**src/rtl/dep_scoreboard_if.sv**
```systemverilog
// dep_scoreboard_if: decode/issue, writeback-retire and hazard-status signals of the dependency scoreboard.
interface dep_scoreboard_if #(parameter int REG_IDX_W = 3);
    logic                 de_valid;
    logic [REG_IDX_W-1:0] de_sr1;
    logic                 de_sr1_used;
    logic [REG_IDX_W-1:0] de_sr2;
    logic                 de_sr2_used;
    logic [REG_IDX_W-1:0] de_dr;
    logic                 de_dr_used;
    logic                 de_cc_used;
    logic                 de_sets_cc;
    logic                 load_ex;
    logic                 wb_valid;
    logic [REG_IDX_W-1:0] wb_dr;
    logic                 wb_dr_used;
    logic                 wb_sets_cc;
    logic                 dep_stall;
    logic                 pending_any;
    logic                 sb_err;
    modport master (
        output de_valid, de_sr1, de_sr1_used, de_sr2, de_sr2_used, de_dr, de_dr_used,
               de_cc_used, de_sets_cc, load_ex, wb_valid, wb_dr, wb_dr_used, wb_sets_cc,
        input  dep_stall, pending_any, sb_err
    );
    modport slave (
        input  de_valid, de_sr1, de_sr1_used, de_sr2, de_sr2_used, de_dr, de_dr_used,
               de_cc_used, de_sets_cc, load_ex, wb_valid, wb_dr, wb_dr_used, wb_sets_cc,
        output dep_stall, pending_any, sb_err
    );
endinterface

```
**src/rtl/dep_scoreboard.sv**
```systemverilog
// dep_scoreboard: per-register and CC pending-writer counters producing the decode stall for the LC-3b pipeline.
// Optional DEP_SCOREBOARD_WB_BYPASS_EN: hazard check ignores a writer retiring in the same cycle.
module dep_scoreboard #(
    parameter int NUM_REGS  = 8,
    parameter int REG_IDX_W = 3,
    parameter int CNT_W     = 2
) (
    input  logic           clk,
    input  logic           reset_n,
    dep_scoreboard_if.slave sb
);
    localparam logic [CNT_W-1:0] CNT_MAX = '1;
    logic [CNT_W-1:0]    cnt_q [NUM_REGS];
    logic [CNT_W-1:0]    cnt_d [NUM_REGS];
    logic [CNT_W-1:0]    cc_q, cc_d;
    logic                err_q, err_d;
    logic [NUM_REGS-1:0] inc_v, dec_v;
    logic                issue, retire, haz, full, cc_inc, cc_dec;
    logic                sr1_busy, sr2_busy, cc_busy, any_q;
    assign retire = sb.wb_valid;
    assign cc_dec = retire & sb.wb_sets_cc;
`ifdef DEP_SCOREBOARD_WB_BYPASS_EN
    // regfile writes before it is read, so a writer retiring now no longer blocks
    assign sr1_busy = cnt_q[sb.de_sr1] > CNT_W'(dec_v[sb.de_sr1]);
    assign sr2_busy = cnt_q[sb.de_sr2] > CNT_W'(dec_v[sb.de_sr2]);
    assign cc_busy  = cc_q > CNT_W'(cc_dec);
`else
    assign sr1_busy = cnt_q[sb.de_sr1] != '0;
    assign sr2_busy = cnt_q[sb.de_sr2] != '0;
    assign cc_busy  = cc_q != '0;
`endif
    assign haz = sb.de_valid & ((sb.de_sr1_used & sr1_busy) | (sb.de_sr2_used & sr2_busy) |
                                (sb.de_cc_used & cc_busy));
    assign full = sb.de_valid & ((sb.de_dr_used & (cnt_q[sb.de_dr] == CNT_MAX)) |
                                 (sb.de_sets_cc & (cc_q == CNT_MAX)));
    assign sb.dep_stall = haz | full;
    assign issue  = sb.de_valid & sb.load_ex & ~sb.dep_stall;
    assign cc_inc = issue & sb.de_sets_cc;
    always_comb begin
        inc_v = '0;
        dec_v = '0;
        any_q = cc_q != '0;
        err_d = err_q;
        for (int i = 0; i < NUM_REGS; i++) begin
            inc_v[i] = issue & sb.de_dr_used & (sb.de_dr == REG_IDX_W'(i));
            dec_v[i] = retire & sb.wb_dr_used & (sb.wb_dr == REG_IDX_W'(i));
            any_q = any_q | (cnt_q[i] != '0);
            // a retire against an empty counter saturates at zero and flags the error
            err_d = err_d | (dec_v[i] & ~inc_v[i] & (cnt_q[i] == '0));
            cnt_d[i] = (inc_v[i] & ~dec_v[i]) ? cnt_q[i] + 1'b1 :
                       (dec_v[i] & ~inc_v[i] & (cnt_q[i] != '0)) ? cnt_q[i] - 1'b1 : cnt_q[i];
        end
        err_d = err_d | (cc_dec & ~cc_inc & (cc_q == '0));
        cc_d = (cc_inc & ~cc_dec) ? cc_q + 1'b1 :
               (cc_dec & ~cc_inc & (cc_q != '0)) ? cc_q - 1'b1 : cc_q;
    end
    assign sb.pending_any = any_q;
    assign sb.sb_err      = err_q;
    always_ff @(posedge clk or negedge reset_n) begin
        if (!reset_n) begin
            cnt_q <= '{default: '0};
            cc_q  <= '0;
            err_q <= 1'b0;
        end else begin
            cnt_q <= cnt_d;
            cc_q  <= cc_d;
            err_q <= err_d;
        end
    end
endmodule
```
**src/flat_wrapper.sv**
```systemverilog
// flat-port wrapper written by rule: the top's interface ports become plain ports
module dep_scoreboard_flat 
#(
    parameter int NUM_REGS  = 8,
    parameter int REG_IDX_W = 3,
    parameter int CNT_W     = 2
)
  (clk, reset_n, sb_de_valid, sb_de_sr1, sb_de_sr1_used, sb_de_sr2, sb_de_sr2_used, sb_de_dr, sb_de_dr_used, sb_de_cc_used, sb_de_sets_cc, sb_load_ex, sb_wb_valid, sb_wb_dr, sb_wb_dr_used, sb_wb_sets_cc, sb_dep_stall, sb_pending_any, sb_sb_err);
  dep_scoreboard_if #(.REG_IDX_W(REG_IDX_W)) sb_i ();
  input  logic clk;
  input  logic reset_n;
  input wire logic [$bits(sb_i.de_valid)-1:0] sb_de_valid;
  input wire logic [$bits(sb_i.de_sr1)-1:0] sb_de_sr1;
  input wire logic [$bits(sb_i.de_sr1_used)-1:0] sb_de_sr1_used;
  input wire logic [$bits(sb_i.de_sr2)-1:0] sb_de_sr2;
  input wire logic [$bits(sb_i.de_sr2_used)-1:0] sb_de_sr2_used;
  input wire logic [$bits(sb_i.de_dr)-1:0] sb_de_dr;
  input wire logic [$bits(sb_i.de_dr_used)-1:0] sb_de_dr_used;
  input wire logic [$bits(sb_i.de_cc_used)-1:0] sb_de_cc_used;
  input wire logic [$bits(sb_i.de_sets_cc)-1:0] sb_de_sets_cc;
  input wire logic [$bits(sb_i.load_ex)-1:0] sb_load_ex;
  input wire logic [$bits(sb_i.wb_valid)-1:0] sb_wb_valid;
  input wire logic [$bits(sb_i.wb_dr)-1:0] sb_wb_dr;
  input wire logic [$bits(sb_i.wb_dr_used)-1:0] sb_wb_dr_used;
  input wire logic [$bits(sb_i.wb_sets_cc)-1:0] sb_wb_sets_cc;
  output wire logic [$bits(sb_i.dep_stall)-1:0] sb_dep_stall;
  output wire logic [$bits(sb_i.pending_any)-1:0] sb_pending_any;
  output wire logic [$bits(sb_i.sb_err)-1:0] sb_sb_err;
  assign sb_i.de_valid = sb_de_valid;
  assign sb_i.de_sr1 = sb_de_sr1;
  assign sb_i.de_sr1_used = sb_de_sr1_used;
  assign sb_i.de_sr2 = sb_de_sr2;
  assign sb_i.de_sr2_used = sb_de_sr2_used;
  assign sb_i.de_dr = sb_de_dr;
  assign sb_i.de_dr_used = sb_de_dr_used;
  assign sb_i.de_cc_used = sb_de_cc_used;
  assign sb_i.de_sets_cc = sb_de_sets_cc;
  assign sb_i.load_ex = sb_load_ex;
  assign sb_i.wb_valid = sb_wb_valid;
  assign sb_i.wb_dr = sb_wb_dr;
  assign sb_i.wb_dr_used = sb_wb_dr_used;
  assign sb_i.wb_sets_cc = sb_wb_sets_cc;
  assign sb_dep_stall = sb_i.dep_stall;
  assign sb_pending_any = sb_i.pending_any;
  assign sb_sb_err = sb_i.sb_err;
  dep_scoreboard #(.NUM_REGS(NUM_REGS), .REG_IDX_W(REG_IDX_W), .CNT_W(CNT_W)) u_core (.clk(clk), .reset_n(reset_n), .sb(sb_i));
endmodule
```
**config.mk**
```make
export PLATFORM = sky130hd
export DESIGN_NAME = dep_scoreboard_flat
export DESIGN_NICKNAME = d
export VERILOG_FILES = /design/src/rtl/dep_scoreboard_if.sv /design/src/rtl/dep_scoreboard.sv /design/src/flat_wrapper.sv
export SDC_FILE = /design/constraint.sdc
export NUM_CORES = 1
export LEC_CHECK = 0
export CORE_MARGIN = 10
export CORE_UTILIZATION = 52
export DETAILED_ROUTE_END_ITERATION = 6
export MAX_ROUTING_LAYER = met4
export PLACE_DENSITY = 0.79
export SLEW_MARGIN = 20
export SYNTH_ARGS = -nofsm -noshare
export SYNTH_HDL_FRONTEND = slang
export SYNTH_SLANG_ARGS = --single-unit
```
**constraint.sdc**
```tcl
create_clock -name clk -period 2.6 [get_ports clk]
set_input_delay 0.39 -clock clk [delete_from_list [all_inputs] [get_ports clk]]
set_output_delay 0.39 -clock clk [all_outputs]
set_load 0.05 [all_outputs]
```
==> impl_metrics.ini, run 1 <==
[finish]
final_design_area_no_fill_mm2 = 0.002365
instances_no_fill = 298
antenna_cells_inserted = 0
final_net_count = 292
synthToLayoutAreaGrowth_pct = 55.81
seqCellArea_um2 = 480.5
area_of_combinational_cells_with_multiple_inputs_mm2 = 0.001065
final_util_pct = 85.02
layout.filler_cells = 158
drive_gt1_share_pct = 35.58

[logic_synthesis]
synthesis.area_per_instance_um2 = 8.339
post_synthesis_cell_type_count = 47
netlist.area_leader.share_pct = 31.33
synth_enable_flop_cells = 0
mappedNetlistNets = 206
synth_top_area_cell = sky130_fd_sc_hd__dfrtp_1
synth_sequential_area_ratio_pct = 31.33
synthCells = 182
mappedNetlistArea_mm2 = 0.001518
synth-async-reset-ratio_pct = 100.0
synth.area.top_cells = sky130_fd_sc_hd__dfrtp_1 (31%), sky130_fd_sc_hd__nor4_1 (4.5%), sky130_fd_sc_hd__a211oi_1 (4.5%)
synth_top_flop_cell = sky130_fd_sc_hd__dfrtp_1
synth.most_common_cell = sky130_fd_sc_hd__dfrtp_1
postSynthRegisterBits = 19
yosys_warnings = 0
synth_top_cells_by_count = sky130_fd_sc_hd__dfrtp_1 (19), sky130_fd_sc_hd__nor2_1 (18), sky130_fd_sc_hd__o21ai_0 (12)

[detailed_routing]
final_wirelength_um = 5717
route.detailed.drc = 0
detailedRoute.firstPassIterationCount = 4
dr.first_iter.drc_count = 138
drt.antenna.violating_nets = 0
detailroute.via_count = 1902
avgRoutedWirePerCell_um = 19.18
vias_per_cell = 6.383

[global_routing]
gr-usage-all-layers_pct = 20.03
grt_pass1_wl_um = 8404
grt_overflow_total = 0
number_of_global_route_vias_before_repair = 1793
grt_antenna_before_repair = 0
grt_start_max_net_pins = 20

[pwr]
p_per_area_mw_per_mm2 = 487.5
vdd.ir_drop.worst_mv = 0.5818
p_leak_nw = 1.006

[floorplan]
row_count = 19
floorplan.core_area_mm2 = 0.002781
start_util_pct = 54.57
die_height_um = 74.03
io_pins = 27
floorplan.die_area_mm2 = 0.005480
floorplan.die.width_um = 74.03

[setup_path]
cp-end-kind = flip-flop
critPathRequiredTime_ps = 2800
critical_path.max_fanout = 7
start_kind = flip-flop
worst-setup-path-type = reg -> reg
worst_ep_arrival_time_ps = 2920

[clock_tree]
cts_tree = built
h-tree-depth = 1
cts_root_buf = sky130_fd_sc_hd__clkbuf_4
numClockSinks = 19
worst_case_clock_buffer_depth = 2
cts_buffers = 3
worstSkewPairLatency_ps = 320
worst_path_clk_slew_ps = 130

[placed_design]
io_buffers = 26
gp_routability_congestion = 0.9562
place.detailed.hpwl_um = 4140
placed_cells = 283
postPlaceCellArea_mm2 = 0.002162

[worst_hold_path]
min_path_type = in -> async

[sta]
final_period_minus_worst_setup_slack_ps = 2719
hold_violations = 0
setup_slack_ps = -118.9
number_of_max_slew_violations_in_the_final_report = 0
relSlewSlack_pct = 53.58
finalSetupViolCount = 2
rsz_0062_raised_after_global_routing = true
clock_skew_ps = 9.048
timing_worst_slew_pin_value_ps = 686.7
fmax_mhz = 367.8
post-route-period-util_pct = 104.6
aggregate_negative_setup_slack_ps = -185.4

[run_status]
result_of_the_run = finished, violations left
violations = setup timing

[job]
max-cap-violations = 0
## logic make-up (layout without fill, tap and decap cells)
group / Yosys count / count (layout) / synth area share (%)
AO/OA/AOI/OAI: 63 / 63 / 29.68
XOR/XNOR: 1 / 1 / 0.5772
multiplexers: 3 / 3 / 2.885
AND/OR/NAND/NOR: 82 / 82 / 31.16
flip-flops: 19 / 19 / 31.33
buffers and inverters: 14 / 99 / 4.369
## area by class of cell
type	instances	area share (%)
inverters	9	1.429
clock buffers	3	0.9524
repair buffers	86	30.42
multi-input cells	149	45.03
well taps	31	1.640
clock inverters	1	0.2116
flip-flops and latches	19	20.32
## worst paths after layout
check / start / endpoint / slack, ps / depth (start not counted)
worst max-delay path: u_core.cnt_q[7]$_DFFE_PN0P_ / u_core.sb.sb_err$_DFF_PN0_ / -120 / 9
worst min-delay path: reset_n / u_core.cnt_q[5]$_DFFE_PN0P_ / 430 / 2
worst max register to register: u_core.cnt_q[7]$_DFFE_PN0P_ / u_core.sb.sb_err$_DFF_PN0_ / -120 / 9
worst min register to register: u_core.cc_q[1]$_DFFE_PN0P_ / u_core.cc_q[1]$_DFFE_PN0P_ / 570 / 2
max in group asynchronous: reset_n / u_core.cnt_q[6]$_DFFE_PN0P_ / 1940 / 2
min in group clk: u_core.cc_q[1]$_DFFE_PN0P_ / u_core.cc_q[1]$_DFFE_PN0P_ / 570 / 2
## what timing repair did
| action | in CTS | in global routing |
|---|---|---|
| setup buffers | 2 | 9 |
| setup endpoints to repair | 16 | 3 |
| hold buffers | 0 | 0 |
| pin swaps | 5 | 10 |
| resized for setup | 18 | 20 |
## through the flow
| step | worst slack [ps] | hold slack, ps | total power [mW] |
|---|---|---|---|
| after floorplan | 12.59 | 94.41 | 0.6363 |
| after global placement | -490.0 | 529.0 | 0.8455 |
| after detailed placement | -614.2 | 527.1 | 0.8712 |
| after CTS | -10.40 | 445.3 | 1.069 |
| after global routing | -200.3 | 444.9 | 1.210 |
| final | -118.9 | 431.2 | 1.153 |
## per-layer routing
| metal | GRT usage [%] | up-vias | wire (um) |
|---|---|---|---|
| met5 | - | - | 0 |
| met4 | 8.489 | 0 | 187 |
| met3 | 4.122 | 23 | 437 |
| li1 | - | 881 | - |
| met2 | 31.72 | 93 | 2737 |
| met1 | 24.08 | 905 | 2354 |
## worst max-delay path: stages (launching register included)
cell and delay, ps:
sky130_fd_sc_hd__dfrtp_2 470, sky130_fd_sc_hd__nor4_2 340, sky130_fd_sc_hd__a31oi_1 100, sky130_fd_sc_hd__a22oi_2 230
sky130_fd_sc_hd__buf_4 160, sky130_fd_sc_hd__o2111ai_4 180, sky130_fd_sc_hd__buf_6 170, sky130_fd_sc_hd__o31a_1 300
sky130_fd_sc_hd__a22o_1 190, sky130_fd_sc_hd__or4_1 470
## power by group
part           total, mW  switching [mW]  internal [mW]  leakage, nW
sequential         0.431          0.0750          0.356        0.214
clock              0.165           0.108         0.0575       0.0177
combinational      0.556           0.272          0.284        0.775
total               1.15           0.455          0.698         1.01
## flip-flops by register name, indices dropped and copies added (netlist names)
signal            count
u_core.cnt_q         16
u_core.cc_q           2
u_core.sb.sb_err      1
## placed cells by master (no fill, tap or decap), types with 3 or more instances in the layout
cell type / synthesis / routed
sky130_fd_sc_hd__or2_2: 3 / 3
sky130_fd_sc_hd__o31ai_1: 3 / 3
sky130_fd_sc_hd__nand3_1: 7 / 7
sky130_fd_sc_hd__dfrtp_2: 0 / 4
sky130_fd_sc_hd__clkbuf_4: 0 / 3
sky130_fd_sc_hd__o211ai_1: 3 / 3
sky130_fd_sc_hd__buf_4: 1 / 58
sky130_fd_sc_hd__dfrtp_1: 19 / 15
sky130_fd_sc_hd__nand2_1: 9 / 9
sky130_fd_sc_hd__o21ai_1: 3 / 4
sky130_fd_sc_hd__a211oi_1: 9 / 9
sky130_fd_sc_hd__clkdlybuf4s50_1: 0 / 17
sky130_fd_sc_hd__nor2_2: 0 / 4
sky130_fd_sc_hd__nor3_1: 5 / 4
sky130_fd_sc_hd__nor4b_1: 4 / 3
sky130_fd_sc_hd__dlygate4sd2_1: 0 / 3
sky130_fd_sc_hd__nand3b_1: 5 / 5
sky130_fd_sc_hd__nor4_1: 11 / 10
sky130_fd_sc_hd__nand4_1: 3 / 3
sky130_fd_sc_hd__inv_1: 9 / 9
sky130_fd_sc_hd__o21ai_0: 12 / 11
sky130_fd_sc_hd__nor2_1: 18 / 13
sky130_fd_sc_hd__o21a_1: 8 / 8
sky130_fd_sc_hd__a21oi_1: 6 / 6
sky130_fd_sc_hd__o31a_1: 5 / 5
Power figures use the tool's default switching activity.
==> inputs of run 2 (changes only) <==
Settings changed: CORE_MARGIN 10 to unset.
==> run 2 against run 1 <==
  * The flow still finishes with violations (setup timing)
  * Largest cell class unchanged
  * First-iteration DRC count grew 54%
  * Highest routed layer unchanged
  * Combinational power shrank 7.2%
  * Maximum frequency fell by 3.6%
  * Sequential share of layout area is 0.66 points higher
  * Routed wire length fell by 6.0%
  * Non-clock buffer count decreased by 7
  * Largest power group unchanged
  * Clock skew down 4.1 ps
  * Clock power barely moved
==> impl_metrics.ini, run 2 (synthesis gave the netlist of run 1 again) <==
[pwr]
power_frac_clock_pct = 14.7
p_per_area_mw_per_mm2 = 485.1
sw_frac_of_total_pct = 40.03
p_leak_nw = 0.9392
finalPower_mw = 1.120
power.switching_mw = 0.4483
comb_power_share_pct = 46.1
internal_power_mw = 0.6716
vdd.ir_drop.worst_mv = 0.4733
sequentialPowerShare_pct = 39.2

[detailed_routing]
avgRoutedWirePerCell_um = 18.46
final_wirelength_um = 5372
route.detailed.drc = 0
detailroute.via_count = 1926
dr.first_iter.drc_count = 212
detailedRoute.firstPassIterationCount = 6
drt.antenna.violating_nets = 0
vias_per_cell = 6.619

[global_routing]
gr-usage-all-layers_pct = 34.66
number_of_global_route_vias_before_repair = 1779
grt_overflow_total = 0
grt_start_max_net_pins = 20
grt_pass1_wl_um = 8307
grt_antenna_before_repair = 0

[sta]
rsz_0062_raised_after_global_routing = true
relSlewSlack_pct = 37.85
post-route-period-util_pct = 108.5
fmax_mhz = 354.6
timing_worst_slew_pin_value_ps = 929.3
clock_skew_ps = 4.952
finalSetupViolCount = 4
final_period_minus_worst_setup_slack_ps = 2820
aggregate_negative_setup_slack_ps = -349.0
setup_slack_ps = -220.1
number_of_max_slew_violations_in_the_final_report = 0
hold_violations = 0

[finish]
drive_gt1_share_pct = 35.38
regMostFlops = u_core.cnt_q
final_net_count = 285
synthToLayoutAreaGrowth_pct = 52.10
antenna_cells_inserted = 0
most-common-layout-cells = sky130_fd_sc_hd__buf_4 (52), sky130_fd_sc_hd__clkdlybuf4s50_1 (19), sky130_fd_sc_hd__nor2_1 (14), sky130_fd_sc_hd__dfrtp_1 (12), sky130_fd_sc_hd__o21ai_0 (11)
mostFrequentLayoutCell = sky130_fd_sc_hd__buf_4
largest_reg_flops = 16

[floorplan]
io_pins = 27
die_height_um = 56.03
start_util_pct = 55.04
floorplan.die_area_mm2 = 0.003139
floorplan.core_area_mm2 = 0.002758
row_count = 19
floorplan.die.width_um = 56.03

[placed_design]
gp_routability_congestion = 1.060
io_buffers = 26
place.detailed.hpwl_um = 3767

[setup_path]
worst-setup-path-type = reg -> reg
start_kind = flip-flop
cp-end-kind = flip-flop
critPathRequiredTime_ps = 2790
crit_path_start = u_core.cnt_q[2]$_DFFE_PN0P_
slowest_delay_ps = 540
worst_ep_arrival_time_ps = 3010
worstPathCellList = nor3_1, o21ai_0, a211oi_2, o2111ai_2, buf_4, buf_4, o211ai_1, nor3_1, or4_1
critPathSlowestCell = sky130_fd_sc_hd__or4_1
critical_path.max_fanout = 5
r2r-start = u_core.cnt_q[2]$_DFFE_PN0P_

[clock_tree]
cts_root_buf = sky130_fd_sc_hd__clkbuf_4
numClockSinks = 19
cts_tree = built
cts_hold_repair.buffers = 0
h-tree-depth = 1
worst_path_clk_slew_ps = 120
worstSkewPairLatency_ps = 320
worst_case_clock_buffer_depth = 2
cts_buffers = 3

[run_status]
result_of_the_run = finished, violations left
violations = setup timing

[job]
max-cap-violations = 0

[worst_hold_path]
min_path_type = reg -> reg
holdCritStartpoint = u_core.cc_q[1]$_DFFE_PN0P_
run 2: final timing paths:
path                                                end  slack [ps]  cells past startpoint
setup / recovery             u_core.sb.sb_err$_DFF_PN0_        -220                      9
hold / removal               u_core.cc_q[1]$_DFFE_PN0P_         560                      2
setup reg to reg             u_core.sb.sb_err$_DFF_PN0_        -220                      9
hold reg to reg              u_core.cc_q[1]$_DFFE_PN0P_         560                      2
max in group asynchronous  u_core.cnt_q[11]$_DFFE_PN0P_        1390                      1
min in group asynchronous   u_core.cnt_q[3]$_DFFE_PN0P_         580                      1
run 2: layout make-up:
cell class,count,area (um2)
Fill cell,166,449.2
Timing Repair Buffer,79,660.6
Multi-Input combinational cell,149,1064
Sequential cell,19,484.2
Inverter,9,33.78
Tap cell,31,38.79
Clock buffer,3,22.52
Clock inverter,1,5.005
run 2: power by group through the flow:
stage / Combinational (mW) / Sequential [mW] / Clock, mW
after floorplan: 0.208 / 0.428 / 0
after global placement: 0.390 / 0.432 / 0
after detailed placement: 0.411 / 0.434 / 0
after CTS: 0.445 / 0.435 / 0.159
after global routing: 0.557 / 0.445 / 0.172
final: 0.516 / 0.439 / 0.165
run 2: routing by layer:
layer  share of wire (%)  wire, um  up-vias  GRT usage, %
met2                  47      2513      144         53.57
li1                    -         -      867             -
met3                 8.7       470       33         5.581
met1                  40      2153      882         44.46
met5                   0         0        -             -
met4                 4.4       235        0         16.38
run 2: through the flow:
step	util (%)	cell area [um2]	hold WS, ps	worst slack [ps]	cells
after floorplan	-	1518	94.41	12.59	182
after global placement	76.77	2117	521.2	-416.8	277
after detailed placement	76.77	2117	529.9	-566.6	277
after CTS	80.04	2207	556.4	6.506	284
after global routing	83.71	2308	587.0	-267.9	291
final	83.71	2308	557.7	-220.1	291
run 2: worst max-delay path, delay by kind of cell (launching register included):
kind | cells | cell delay, ps
and+or+nand+nor | 3 | 960
AOI/OAI and AO/OA | 4 | 960
DFF | 1 | 430
buffers and inverters | 2 | 340
run 2: what timing repair did:
action,in CTS,in global routing
pin swaps,6,8
setup buffers,3,7
resized for setup,19,16
endpoints found under the setup margin,9,10
